**config.mk**
```make
export PLATFORM = sky130hd
export DESIGN_NAME = cdc_pulse_scheduler
export DESIGN_NICKNAME = d
export VERILOG_FILES = /design/src/rtl/cdc_pulse_scheduler.sv
export SDC_FILE = /design/constraint.sdc
export NUM_CORES = 1
export LEC_CHECK = 0
export ABC_AREA = 1
export CAP_MARGIN = 20
export CORE_ASPECT_RATIO = 0.5
export CORE_MARGIN = 2
export CORE_UTILIZATION = 58
export DETAILED_ROUTE_END_ITERATION = 8
export HOLD_SLACK_MARGIN = 0.02
export PLACE_DENSITY = 0.84
export SETUP_SLACK_MARGIN = 0.1
export SLEW_MARGIN = 20
export SYNTH_ARGS = -nofsm -noshare
export SYNTH_HDL_FRONTEND = slang
export SYNTH_SLANG_ARGS = --single-unit
```
**constraint.sdc**
```tcl
create_clock -name i_clk -period 1.3 [get_ports i_clk]
set_input_delay 0.195 -clock i_clk [delete_from_list [all_inputs] [get_ports i_clk]]
set_output_delay 0.195 -clock i_clk [all_outputs]
set_load 0.03 [all_outputs]
```
**src/rtl/cdc_pulse_scheduler.sv**
```systemverilog
// cdc_pulse_scheduler
//   Fast-domain front end for a toggle-based fast-to-slow pulse CDC. Counts
//   single-cycle events from N_REQ requesters, shares the single CDC channel
//   among them round-robin, and keeps issued pulses at least MIN_GAP cycles
//   apart so the slow side never sees two toggles merge.
// Ports
//   i_clk      fast clock, the only clock of the block
//   i_rst_n    asynchronous active-low reset (release is synchronised here)
//   i_req      per-requester event, one event per high cycle
//   i_en       1 = issuing allowed; 0 = hold issues (counting and gap continue)
//   i_ovf_clr  clears the sticky overflow flags
//   o_pulse    registered single-cycle pulse to the CDC
//   o_id       requester served by the latest pulse, held until the next one
//   o_pend     bit i set while requester i has pending events
//   o_ovf      sticky: an event of requester i was dropped at saturation
module cdc_pulse_scheduler #(
  parameter int N_REQ   = 4,
  parameter int CNT_W   = 4,
  parameter int MIN_GAP = 8,
  localparam int ID_W   = $clog2(N_REQ)
) (
  input  logic             i_clk,
  input  logic             i_rst_n,
  input  logic [N_REQ-1:0] i_req,
  input  logic             i_en,
  input  logic             i_ovf_clr,
  output logic             o_pulse,
  output logic [ID_W-1:0]  o_id,
  output logic [N_REQ-1:0] o_pend,
  output logic [N_REQ-1:0] o_ovf
);

  // MIN_GAP=1 needs no countdown, but keep the register at least one bit wide.
  localparam int                GAP_W      = (MIN_GAP > 1) ? $clog2(MIN_GAP) : 1;
  localparam logic [CNT_W-1:0]  CNT_MAX    = {CNT_W{1'b1}};
  localparam logic [GAP_W-1:0]  GAP_RELOAD = GAP_W'(MIN_GAP - 1);
  localparam logic [ID_W-1:0]   RR_INIT    = ID_W'(N_REQ - 1);

  logic [1:0]       rst_sync_q;
  logic             rst_core_n_s;
  logic [CNT_W-1:0] cnt_q [N_REQ];
  logic [CNT_W-1:0] cnt_d [N_REQ];
  logic [GAP_W-1:0] gap_q, gap_d;
  logic [ID_W-1:0]  rr_q, rr_d;
  logic [ID_W-1:0]  id_q, id_d;
  logic             pulse_q, pulse_d;
  logic [N_REQ-1:0] ovf_q, ovf_d;
  logic [N_REQ-1:0] pend_s;
  logic [N_REQ-1:0] dec_s;
  logic [N_REQ-1:0] ovf_set_s;
  logic [ID_W-1:0]  winner_s;
  logic             found_s;
  logic             issue_s;

  // Index k steps after base, wrapping at N_REQ (works for non-power-of-2 N_REQ).
  function automatic logic [ID_W-1:0] rr_index(input logic [ID_W-1:0] base, input int k);
    int sum;
    sum = int'(base) + k;
    return ID_W'(sum % N_REQ);
  endfunction

  // Reset synchroniser: assertion is immediate, release is aligned to i_clk.
  always_ff @(posedge i_clk or negedge i_rst_n) begin
    if (!i_rst_n) begin
      rst_sync_q <= 2'b00;
    end else begin
      rst_sync_q <= {rst_sync_q[0], 1'b1};
    end
  end

  assign rst_core_n_s = rst_sync_q[1];

  // Pending flags straight from the registered counts.
  always_comb begin
    pend_s = {N_REQ{1'b0}};
    for (int i = 0; i < N_REQ; i++) begin
      pend_s[i] = (cnt_q[i] != {CNT_W{1'b0}});
    end
  end

  // Round-robin search starting just after the last granted requester.
  always_comb begin
    found_s  = 1'b0;
    winner_s = rr_q;
    for (int k = 1; k <= N_REQ; k++) begin
      if (!found_s && pend_s[rr_index(rr_q, k)]) begin
        found_s  = 1'b1;
        winner_s = rr_index(rr_q, k);
      end else begin
        found_s  = found_s;
      end
    end
  end

  assign issue_s = i_en && (gap_q == {GAP_W{1'b0}}) && found_s;

  // Next-state for pulse, id, pointer, gap timer, counters and overflow flags.
  always_comb begin
    pulse_d   = issue_s;
    id_d      = issue_s ? winner_s : id_q;
    rr_d      = issue_s ? winner_s : rr_q;
    ovf_set_s = {N_REQ{1'b0}};
    dec_s     = {N_REQ{1'b0}};

    if (issue_s) begin
      gap_d = GAP_RELOAD;
    end else if (gap_q != {GAP_W{1'b0}}) begin
      gap_d = gap_q - GAP_W'(1);
    end else begin
      gap_d = gap_q;
    end

    for (int i = 0; i < N_REQ; i++) begin
      cnt_d[i] = cnt_q[i];
      dec_s[i] = issue_s && (winner_s == ID_W'(i));
      // An event arriving on the grant edge replaces the one being issued.
      case ({i_req[i], dec_s[i]})
        2'b10: begin
          if (cnt_q[i] == CNT_MAX) begin
            ovf_set_s[i] = 1'b1;
          end else begin
            cnt_d[i] = cnt_q[i] + CNT_W'(1);
          end
        end
        2'b01:   cnt_d[i] = cnt_q[i] - CNT_W'(1);
        default: cnt_d[i] = cnt_q[i];
      endcase
    end

    // A new overflow in the same cycle as a clear keeps its flag set.
    ovf_d = (i_ovf_clr ? {N_REQ{1'b0}} : ovf_q) | ovf_set_s;
  end

  // State registers.
  always_ff @(posedge i_clk or negedge rst_core_n_s) begin
    if (!rst_core_n_s) begin
      pulse_q <= 1'b0;
      id_q    <= {ID_W{1'b0}};
      rr_q    <= RR_INIT;
      gap_q   <= {GAP_W{1'b0}};
      ovf_q   <= {N_REQ{1'b0}};
      for (int i = 0; i < N_REQ; i++) begin
        cnt_q[i] <= {CNT_W{1'b0}};
      end
    end else begin
      pulse_q <= pulse_d;
      id_q    <= id_d;
      rr_q    <= rr_d;
      gap_q   <= gap_d;
      ovf_q   <= ovf_d;
      for (int i = 0; i < N_REQ; i++) begin
        cnt_q[i] <= cnt_d[i];
      end
    end
  end

  assign o_pulse = pulse_q;
  assign o_id    = id_q;
  assign o_pend  = pend_s;
  assign o_ovf   = ovf_q;

endmodule
```
==> summary.md, run 1 <==
| Metric | Value |
|---|---|
| Cell area after synthesis | 0.002237 mm2 |
| Stopping stage | 4_1_cts |
| Register area share after synthesis | 33.67% |
| Post-Syn Instances | 269 |
| Die H | 47.92 um |
| Share of the synthesized area in the top cell type | 31.32% |
| CTS H-tree depth | 2 |
| Yosys reg bits | 30 |
| Post-Syn Nets | 291 |
| Post-synth cell types | 37 |
| Setup bufs post-CTS | 26 |
| Top post-synthesis cells by area | dfrtp_1, nand2_1, inv_1 |
| Num CTS Buffers | 5 |
| Placed Area | 0.002933 mm2 |
| Synth warnings | 0 |
| Routability cong. | 0.8815 |
| Initial Utilization | 62.74% |
| Bufs on Longest Clock Path | 2 |
| CTS Hold Bufs | 0 |
| Placement row count | 15 |
| IO buf count | 18 |
| Synth Area per Inst | between 8 and 9 um2 |
| Die width | 91.83 um |
| Run Error | [ERROR DPL-0033] detailed placement checks failed during check placement. |
| IO Pins | 19 |
| Root buf cell | clkbuf_8 |
| Post-cts sizing count | 116 |
| Yosys top cell by area | dfrtp_1 |
| Outcome | aborted with a tool error |
| Sink Count | 30 |
| Detail Placement HPWL | 4451 um |
cells by family after synthesis:
family / count (synthesis) / synth area share, %
other cells: 1 / 0.1676
simple gates: 148 / 36.86
buf+inv: 47 / 8.613
xor+xnor: 9 / 5.873
compound gates: 20 / 5.648
flops: 30 / 33.67
fa+ha+maj: 14 / 9.172
cell usage after synthesis, drive strengths merged:
cell    instances
xor2            4
conb            1
nor3            1
o22ai           4
a21oi           1
fa              4
o21ai           8
nand3          33
ha             10
or2             1
dfstp           2
a31oi           6
nand4          10
nand2          85
nor2           15
inv            45
o21bai          1
buf             2
xnor2           5
nand3b          3
dfrtp          28
per-stage QoR:
step	setup slack (ns)	instances
2_1_floorplan	-1.357	269
3_5_place_dp	-1.563	390
3_3_place_gp	-1.335	390
==> run 2: changes to the inputs <==
CORE_ASPECT_RATIO = unset   (was 0.5)
CORE_UTILIZATION = 40   (was 58)
HOLD_SLACK_MARGIN = unset   (was 0.02)
PLACE_DENSITY = unset   (was 0.84)
PLACE_DENSITY_LB_ADDON = 0.15   (was unset)
SETUP_SLACK_MARGIN = unset   (was 0.1)
==> summary.md, run 2 <==
| Metric | Value |
|---|---|
| Cell area after synthesis | 0.002237 mm2 (unchanged) |
| Failing checks | setup timing |
| Critical path class | reg2reg |
| Sequential Area | roughly 750 um2 |
| Crit path top cell by count | nand2_4 |
| Commonest non-fill, non-tap cells in the layout | buf_4, nand2_1, inv_1, dfrtp_1, nand2_2 |
| Most frequent cell after synthesis | nand2_1 |
| Skew final | 0.004856 ns |
| Layout cell share with drive strength beyond 1 | 55.06% |
| Peak VDD IR | ~0.0013 V |
| Top post-synthesis cells by area | dfrtp_1, nand2_1, inv_1 |
| Register share of total power | between 10% and 20% |
| Num CTS Buffers | 5 (unchanged) |
| CTS tree | built |
| Sw Ratio | 45.55% |
| Clock power share | under 10% |
| Post-synth top flop | dfrtp_1 |
| Synth warnings | 0 (unchanged) |
| Die width | 78.79 um (-14%) |
| Switching Power | 4.528 mW |
| Die Area | 0.006207 mm2 |
| Detailed Route Iter0 Violations | 103 |
| Post-synthesis mux area share | 0% (unchanged) |
| DR pass1 iterations | 4 |
| Post-synthesis xor/xnor area fraction | 5.872% (unchanged) |
| Post-synth EDFFs | 0 (unchanged) |
| Combinational fraction of design power | about three quarters |
| Routability cong. | 0.8551 (-3.0%) |
| DR vias/cell | 4.757 |
| CTS H-tree depth | 2 (unchanged) |
| Placed instance count | 416 (+6.7%) |
| Yosys top cell by area | dfrtp_1 |
| Setup Viol. Count Final | 31 |
| Initial Utilization | 41.13% (-22 points) |
| Power Dens Cells | about 2600 mW/mm2 |
| Number of global-route vias before repair | 2149 |
| Compound-gate portion of the synthesized area | 5.649% (unchanged) |
| IO buf count | 18 (unchanged) |
| Remaining DRCs | 0 |
| CP Cell Sequence | buf_12 > xor2_4 > nand3_2 > nand2_4 > nand2_4 > nand3_4 > nand2_2 > nand2_2 > nand2_4 > nor2_4 > nand3_4 > inv_4 > ha_4 > nand2_4 > nand2_4 > a31oi_4 > inv_2 > nand4_1 > nand3_1 > nand2_1 > inv_1 |
| Top delay family on crit path | simple AND/OR/NAND/NOR gates |
| WP buf/inv | 4 |
| Sink Count | 30 (unchanged) |
| Post-synth cell types | 37 (unchanged) |
| Root buf cell | clkbuf_8 |
| Placement row count | 27 (+12) |
| RSZ-0062 raised after global routing | yes |
| Bufs on Longest Clock Path | 2 (unchanged) |
| Initial antenna violation count | 0 |
| Register area share after synthesis | 33.67% (unchanged) |
| First-pass GRT wire length | 9411 um |
| Antenna diodes | 0 |
| Placed Area | 0.002994 mm2 (+2.1%) |
| Final net count | 406 |
| Area growth syn-to-layout | 70.13% |
| Core area | 0.005439 mm2 |
| Drt total wl | 6268 um |
| Leak pwr | between 1.5 and 2 nW |
| Crit end category | flip-flop |
| Layout Cells excl Fill | 457 |
| Simple-gate share of the synthesized area | 36.86% (unchanged) |
| Synth Area per Inst | 8.317 um2 (unchanged) |
| Worst path max stage delay | 0.55 ns |
| IO Pins | 19 (unchanged) |
| Combined area of the multi-input logic cells | 0.001702 mm2 |
| Fin Hold WS | between 0.03 and 0.04 ns |
| Clock slew at reported path FFs | 0.07 ns |
| WL per Instance | 13.72 um |
| Fin Setup TNS | -31.11 ns |
| Final Hold Fails | 0 |
| Min Tclk post-route | roughly 2.8 ns |
| Largest family of logic cells by synthesized area | simple AND/OR/NAND/NOR gates |
| Outcome | complete, but fails checks |
| Post-route worst setup slack | -1.457 ns |
| Max FFs per register | 16 |
| Layout Utilization | 69.98% |
| Fraction of registers with async set/reset | 100.0% (unchanged) |
| Post-Syn Nets | 291 (unchanged) |
| Clock Latency Late Sink | 0.28 ns |
| Gr ovfl total | 0 |
| Int Pwr | 5.413 mW |
| Layout fillers | 387 |
| Die H | 78.79 um (+64%) |
| CTS Hold Bufs | 0 (unchanged) |
| Critical path launch point type | flip-flop |
| Share of the synthesized area in the top cell type | 31.32% (unchanged) |
| Most frequent cells after synthesis | nand2_1, inv_1, dfrtp_1 |
| CP Max Fanout | 6 |
| DR vias | between 2000 and 2500 |
| Post-Synth Adder-Cell Area | 9.172% (unchanged) |
| Post-Syn Instances | 269 (unchanged) |
| Yosys reg bits | 30 (unchanged) |
| Final max-slew violation count | 0 |
| Largest Register | cnt_q |
| Largest net degree at the start of global routing | 27 |
| Crit share post-route | 212.1% |
| Max-cap violations | 0 |
| Slowest CP cell | dfstp_2 |
| Most common cell after layout, fill and taps aside | buf_4 |
| Detail Placement HPWL | 3913 um (-12%) |
| Worst min path class | reg2async |
| Final instance area | between 0.003 and 0.004 mm2 |
| Antenna viol nets, final | 0 |
| Tot GR Track Use | around a fifth |
| Worst EP required | approximately 1.5 ns |
| Worst Path Arrival | 2.94 ns |
| Peak Freq | 362.7 MHz |
## run 2: logic make-up after synthesis
logic type / count (synthesis)
flops: 30
fa+ha+maj: 14
buf+inv: 47
xor+xnor: 9
other cells: 1
compound gates: 20
simple gates: 148
## run 2: final timing paths
kind / to / from / cells past startpoint / slack (ns)
max reg2reg: cnt_q[7]$_DFFE_PN0P_ / rr_q[0]$_DFFE_PN1P_ / 21 / -1.46
max in group asynchronous: rr_q[0]$_DFFE_PN1P_ / rst_sync_q[1]$_DFF_PN0_ / 1 / 0.67
max: cnt_q[7]$_DFFE_PN0P_ / rr_q[0]$_DFFE_PN1P_ / 21 / -1.46
min reg2reg: cnt_q[13]$_DFFE_PN0P_ / rst_sync_q[1]$_DFF_PN0_ / 0 / 0.04
min in group i_clk: rst_sync_q[1]$_DFF_PN0_ / rst_sync_q[0]$_DFF_PN0_ / 0 / 0.35
min: cnt_q[13]$_DFFE_PN0P_ / rst_sync_q[1]$_DFF_PN0_ / 0 / 0.04
## run 2: through the flow
| stage | setup slack (ns) | power (mW) |
|---|---|---|
| finish | -1.457 | 9.941 |
| global route | -1.618 | 10.67 |
| CTS | -1.378 | 8.673 |
| detailed placement | -1.451 | 6.947 |
| global placement | -1.413 | 6.858 |
| floorplan | -1.357 | 4.835 |
## run 2: worst reg2reg max path: cells and delay by family (launching register included)
family	cells	cell delay, ns
buf+inv	4	0.31
flops	1	0.55
simple gates	14	1.21
xor+xnor	1	0.17
compound gates	1	0.18
fa+ha+maj	1	0.21
## run 2: area by class of cell
class                   count  share of cell area [%]
clock buffers               7                   2.268
clock inverters             1                  0.1315
inverters                  45                   5.095
multi-input cells         192                   44.71
flip-flops and latches     30                   19.79
well taps                  72                   2.367
repair buffers            110                   25.64
## run 2: routing by layer
metal | up-vias | GRT usage (%) | routed length, um
li1 | 1095 | - | -
met1 | 1047 | 24.28 | 2643
met2 | 19 | 33.25 | 3373
met3 | 13 | 3.523 | 117
met4 | 0 | 7.193 | 132
met5 | - | 0 | 0
## run 2: what timing repair did
item	in CTS	in global routing
buffers inserted	15	22
resized for setup	83	59
pin swaps	33	48
endpoints found under the setup margin	39	32
## run 2: power by group through the flow
stage	Sequential, mW	Clock, mW	Combinational [mW]
2_1_floorplan	1.79	0	3.05
3_3_place_gp	1.63	0	5.22
3_5_place_dp	1.64	0	5.31
4_1_cts	1.67	0.823	6.19
5_1_grt	1.74	0.858	8.07
6_report	1.69	0.797	7.46
(Power assumes the default switching activity.)
